<file path="src/rtl/id_ex_stage.sv">
// ============================================================================
// Module   : id_ex_stage
// Brief    : ID/EX pipeline register with EX-stage operand forwarding and
//            load-use hazard detection.
// Revision : 1.0
// ============================================================================
`default_nettype none

module id_ex_stage (
    input  logic        clk,
    input  logic        rst,
    input  logic        in_valid,
    input  logic        stall,
    input  logic        flush,
    input  logic [4:0]  in_rs,
    input  logic [4:0]  in_rt,
    input  logic [4:0]  in_dest,
    input  logic [31:0] in_rs_val,
    input  logic [31:0] in_rt_val,
    input  logic [31:0] in_imm,
    input  logic [4:0]  in_shamt,
    input  logic [3:0]  in_alu_op,
    input  logic        in_alu_src,
    input  logic        in_reg_write,
    input  logic        in_mem_read,
    input  logic        in_mem_write,
    input  logic        exmem_reg_write,
    input  logic [4:0]  exmem_dest,
    input  logic [31:0] exmem_value,
    input  logic        memwb_reg_write,
    input  logic [4:0]  memwb_dest,
    input  logic [31:0] memwb_value,
    output logic [31:0] first,
    output logic [31:0] second,
    output logic [3:0]  op,
    output logic [4:0]  shamt,
    output logic [31:0] store_data,
    output logic [4:0]  dest,
    output logic        reg_write,
    output logic        mem_read,
    output logic        mem_write,
    output logic        valid,
    output logic        load_use
);

    localparam logic [4:0] c_REG_ZERO = 5'd0;
    localparam logic [3:0] c_OP_NOP   = 4'b0000;

    logic        r_valid;
    logic [4:0]  r_rs;
    logic [4:0]  r_rt;
    logic [4:0]  r_dest;
    logic [31:0] r_rs_val;
    logic [31:0] r_rt_val;
    logic [31:0] r_imm;
    logic [4:0]  r_shamt;
    logic [3:0]  r_op;
    logic        r_alu_src;
    logic        r_reg_write;
    logic        r_mem_read;
    logic        r_mem_write;

    logic        w_rs_hit_exmem;
    logic        w_rs_hit_memwb;
    logic        w_rt_hit_exmem;
    logic        w_rt_hit_memwb;
    logic [31:0] w_fwd_rs;
    logic [31:0] w_fwd_rt;
    logic        w_dest_match;

    // Register 0 is hardwired, so a write to it must never be forwarded.
    assign w_rs_hit_exmem = exmem_reg_write && (exmem_dest == r_rs) && (r_rs != c_REG_ZERO);
    assign w_rs_hit_memwb = memwb_reg_write && (memwb_dest == r_rs) && (r_rs != c_REG_ZERO);
    assign w_rt_hit_exmem = exmem_reg_write && (exmem_dest == r_rt) && (r_rt != c_REG_ZERO);
    assign w_rt_hit_memwb = memwb_reg_write && (memwb_dest == r_rt) && (r_rt != c_REG_ZERO);

    // EX/MEM holds the younger result and therefore wins over MEM/WB.
    always_comb begin
        w_fwd_rs = r_rs_val;
        if (w_rs_hit_exmem) begin
            w_fwd_rs = exmem_value;
        end else if (w_rs_hit_memwb) begin
            w_fwd_rs = memwb_value;
        end
    end

    always_comb begin
        w_fwd_rt = r_rt_val;
        if (w_rt_hit_exmem) begin
            w_fwd_rt = exmem_value;
        end else if (w_rt_hit_memwb) begin
            w_fwd_rt = memwb_value;
        end
    end

    always_ff @(posedge clk) begin
        if (rst || flush || (!stall && !in_valid)) begin
            r_valid     <= 1'b0;
            r_rs        <= c_REG_ZERO;
            r_rt        <= c_REG_ZERO;
            r_dest      <= c_REG_ZERO;
            r_rs_val    <= 32'd0;
            r_rt_val    <= 32'd0;
            r_imm       <= 32'd0;
            r_shamt     <= 5'd0;
            r_op        <= c_OP_NOP;
            r_alu_src   <= 1'b0;
            r_reg_write <= 1'b0;
            r_mem_read  <= 1'b0;
            r_mem_write <= 1'b0;
        end else if (stall) begin
            // Latch forwarded operands so they survive MEM/WB retiring.
            r_rs_val <= w_fwd_rs;
            r_rt_val <= w_fwd_rt;
        end else begin
            r_valid     <= 1'b1;
            r_rs        <= in_rs;
            r_rt        <= in_rt;
            r_dest      <= in_dest;
            r_rs_val    <= in_rs_val;
            r_rt_val    <= in_rt_val;
            r_imm       <= in_imm;
            r_shamt     <= in_shamt;
            r_op        <= in_alu_op;
            r_alu_src   <= in_alu_src;
            r_reg_write <= in_reg_write;
            r_mem_read  <= in_mem_read;
            r_mem_write <= in_mem_write;
        end
    end

    assign first      = w_fwd_rs;
    assign second     = r_alu_src ? r_imm : w_fwd_rt;
    assign store_data = w_fwd_rt;
    assign op         = r_op;
    assign shamt      = r_shamt;
    assign dest       = r_dest;
    assign valid      = r_valid;
    assign reg_write  = r_reg_write && r_valid;
    assign mem_read   = r_mem_read  && r_valid;
    assign mem_write  = r_mem_write && r_valid;

    assign w_dest_match = (r_dest == in_rs) || (r_dest == in_rt);
    assign load_use     = r_valid && r_mem_read && (r_dest != c_REG_ZERO)
                          && in_valid && w_dest_match;

endmodule

`default_nettype wire

</file>
<file path="config.mk">
export PLATFORM = sky130hd
export DESIGN_NAME = id_ex_stage
export DESIGN_NICKNAME = d
export VERILOG_FILES = /design/src/rtl/id_ex_stage.sv
export SDC_FILE = /design/constraint.sdc
export NUM_CORES = 1
export LEC_CHECK = 0
export ABC_AREA = 1
export CORE_MARGIN = 2
export CORE_UTILIZATION = 30
export CTS_CLUSTER_DIAMETER = 200
export DETAILED_ROUTE_END_ITERATION = 6
export HOLD_SLACK_MARGIN = 0.02
export PLACE_DENSITY_LB_ADDON = 0.25
export SYNTH_ARGS = -nofsm -noshare
export SYNTH_HDL_FRONTEND = slang
export SYNTH_SLANG_ARGS = --single-unit
</file>
<file path="constraint.sdc">
create_clock -name clk -period 6.6 [get_ports clk]
set_clock_uncertainty 0.05 [all_clocks]
set_input_delay 1.98 -clock clk [delete_from_list [all_inputs] [get_ports clk]]
set_output_delay 1.98 -clock clk [all_outputs]
set_load 0.005 [all_outputs]
</file>
==> flow_summary.json <==
{
  "p_comb_share_pct": 19.0,
  "switchingPower_mw": 0.570,
  "drc": 0,
  "switching_share_pct": 26.9,
  "routabilityCongestion": 0.833,
  "post_drt_wl_per_cell_um": 15.9,
  "finalSetupViolations": 0,
  "yosys-top-cells-area": "dfxtp_1 (32%), nand2_1 (23%), nand3_1 (11%)",
  "htreeDepth": 4,
  "final_area_sq_um": 11800,
  "drt-pass1-iter-count": 5,
  "slew_viol_final": 0,
  "rsz0062_at_grt": "false",
  "synth_nets": 1546,
  "drtIter0Drc": 617,
  "dp.cells": 1937,
  "clk_pin_slew_ns": 0.05,
  "cts_root_buf": "clkbuf_16",
  "layout_commonest_cell": "nand2_1",
  "grt_pass1_wl_um": 48000,
  "crit_fanout": 28,
  "fp-row-count": 59,
  "slew_headroom_pct": 31.3,
  "io_buffers": 319,
  "core_sq_um": 26000,
  "fin_crit_sh_pct": 96.6,
  "reg2reg_slack_ns": 4.66,
  "worst_slew_pin_slew_ns": 1.03,
  "postPlaceCellArea_sq_um": 11300,
  "synthCells": 1341,
  "clk_latency_ns": 0.41,
  "internal-power_mw": 1.55,
  "post_cts_buffers": 0,
  "fmax_ghz": 0.157,
  "finalSetupTns_ns": 0,
  "yosys_warnings": 0,
  "synth.distinct_cells": 28,
  "max-cap-violations": 0,
  "grt_use_total_pct": 21.9,
  "power_mw": 2.12,
  "stdcell_count": 1970,
  "clock_sinks": 125,
  "crit_slowest_cell": "clkdlybuf4s50_1",
  "drt-vias-per-instance": 4.60,
  "grt-ovfl-total": 0,
  "yosysSeqAreaShare_pct": 31.6,
  "numCtsBuffers": 17,
  "synth.cell_area_sq_um": 7930,
  "cts_buffer_depth": 2,
  "min_path_type": "flop to flop",
  "final.min_clock_period_ns": 6.37,
  "holdBufCountCts": 0,
  "worstPathCellList": "clkdlybuf4s50_1 > inv_1 > a21oi_1 > nand2_1 > nor2_4 > nand2_4 > buf_4 > nand2_1 > nand3_1 > nand2_1 > nand2_1 > nand2_1 > clkdlybuf4s50_1",
  "initial_core_util_pct": 30.5,
  "crit_family": "buffers and inverters",
  "status": "completed",
  "peakVddDrop_mv": 0.136,
  "final_cell_mix": "nand2_1 (490), clkdlybuf4s50_1 (318), inv_1 (177)",
  "synth_largest_area_cell": "dfxtp_1",
  "grt_pass1_vias": 8636,
  "pwr-share-seq_pct": 37.3,
  "num_vias": 9057,
  "yosysTopAreaCellShare_pct": 31.6,
  "layout-drive-gt1-share_pct": 8.26,
  "die_area_sq_um": 27700,
  "cp_num_buf_inv": 4,
  "grt_max_degree": 105,
  "critical_path.max_stage_delay_ns": 0.52,
  "worst_path_most_repeated_cell": "nand2_1",
  "ioPinCount": 320,
  "antenna_found_initial": 1,
  "synth_seq_cells": 125,
  "worstSetupPathType": "input pin to primary output",
  "place_hpwl_um": 22000,
  "worstSetupEndpointType": "primary output",
  "power.leakage_nw": 5.94,
  "powerDensity_nw_per_um2": 179,
  "cts_tree": "built",
  "cp.required_ns": 4.57,
  "hold_viol_final": 0,
  "wl_um": 31300,
  "avgSynthCellArea_sq_um": 5.91,
  "pwr-share-clk_pct": 43.6,
  "syn_to_final_growth_pct": 49.4,
  "die_y_um": 167,
  "cts_resized": 0,
  "ant_nets": 0,
  "start_kind": "input pin",
  "die_w_um": 167,
  "crit_arrival_ns": 4.34,
  "fin_nets": 1826
}
area by class of cell:
type / instances / area (sq um)
fill: 2843 / 14100
inverter: 189 / 709
timing repair buffer: 338 / 3360
sequential: 125 / 2500
clock inverter: 12 / 123
antenna: 1 / 2.50
tap: 335 / 419
clock buffer: 20 / 437
multi-input combinational: 950 / 4290
through the flow:
| step | hold slack [ns] | utilization, % | setup slack, ns |
|---|---|---|---|
| 2_1_floorplan | 0.387 | - | 1.66 |
| 3_3_place_gp | 0.397 | 43.4 | 0.223 |
| 3_5_place_dp | 0.402 | 43.4 | 0.214 |
| 4_1_cts | 0.410 | 45.6 | 0.208 |
| 5_1_grt | 0.427 | 45.6 | 0.0139 |
| 6_report | 0.413 | 45.6 | 0.225 |
final timing paths:
path                                                  to  depth (start not counted)                     start
worst max-delay path                           second[3]                         13             memwb_dest[3]
worst min-delay path            r_mem_write$_SDFFE_PP0N_                          2  r_mem_write$_SDFFE_PP0N_
worst max register to register   r_rs_val[10]$_SDFF_PP0_                         10      r_rs[0]$_SDFFE_PP0N_
worst min register to register  r_mem_write$_SDFFE_PP0N_                          2  r_mem_write$_SDFFE_PP0N_
cell usage after synthesis:
master and instances:
nand2_1 490, inv_1 177, nand3_1 167, nor2_1 137, dfxtp_1 125, a21oi_1 62
nand2_2 33, nand3_2 31, clkbuf_1 28, buf_2 17, buf_4 12, buf_6 11
inv_2 11, buf_1 9, xnor2_1 7, nand4_1 5, xor2_1 4, nor2_4 3
nand2_4 2, nor2_2 2, a211oi_1 1, clkinv_1 1, nor2_8 1, o211ai_1 1
o21ai_2 1, o41ai_1 1, or2_0 1, or2_2 1
logic make-up (layout without fill, tap and decap cells):
| group | Yosys count | count (layout) | share of synthesized area (%) |
|---|---|---|---|
| AO/OA/AOI/OAI | 66 | 66 | 4.32 |
| XOR/XNOR | 11 | 11 | 1.22 |
| buffers and inverters | 266 | 559 | 14.5 |
| flip-flops | 125 | 125 | 31.6 |
| other | 0 | 1 | 0 |
| AND/OR/NAND/NOR | 873 | 873 | 48.4 |
power groups by stage:
stage	registers [mW]	logic, mW	clock network, mW
global route	0.792	0.442	0.974
floorplan	0.804	0.169	0
detailed placement	0.807	0.403	0
CTS	0.790	0.405	0.942
finish	0.790	0.403	0.923
global placement	0.806	0.403	0
registers in the layout, indices dropped and copies added (netlist names):
| signal | flops |
|---|---|
| r_imm | 32 |
| r_rs_val | 32 |
| r_rt_val | 32 |
| dest | 5 |
| r_rs | 5 |
| r_rt | 5 |
| shamt | 5 |
| op | 4 |
| r_alu_src | 1 |
| r_mem_read | 1 |
| r_mem_write | 1 |
| r_reg_write | 1 |
| valid | 1 |
metal layers:
layer	global-route usage (%)	up-vias	routed length, um
met5	0	-	0
met4	6.60	0	494
met3	5.70	28	2300
met2	36.7	322	14700
met1	27.6	4079	13800
li1	-	4628	-
worst min-delay path, stage by stage (launching register included):
cell	delay, ns
dfxtp_1	0.31
nand2_1	0.05
a21oi_1	0.05
Note: power is estimated with default switching activity, not from simulation.
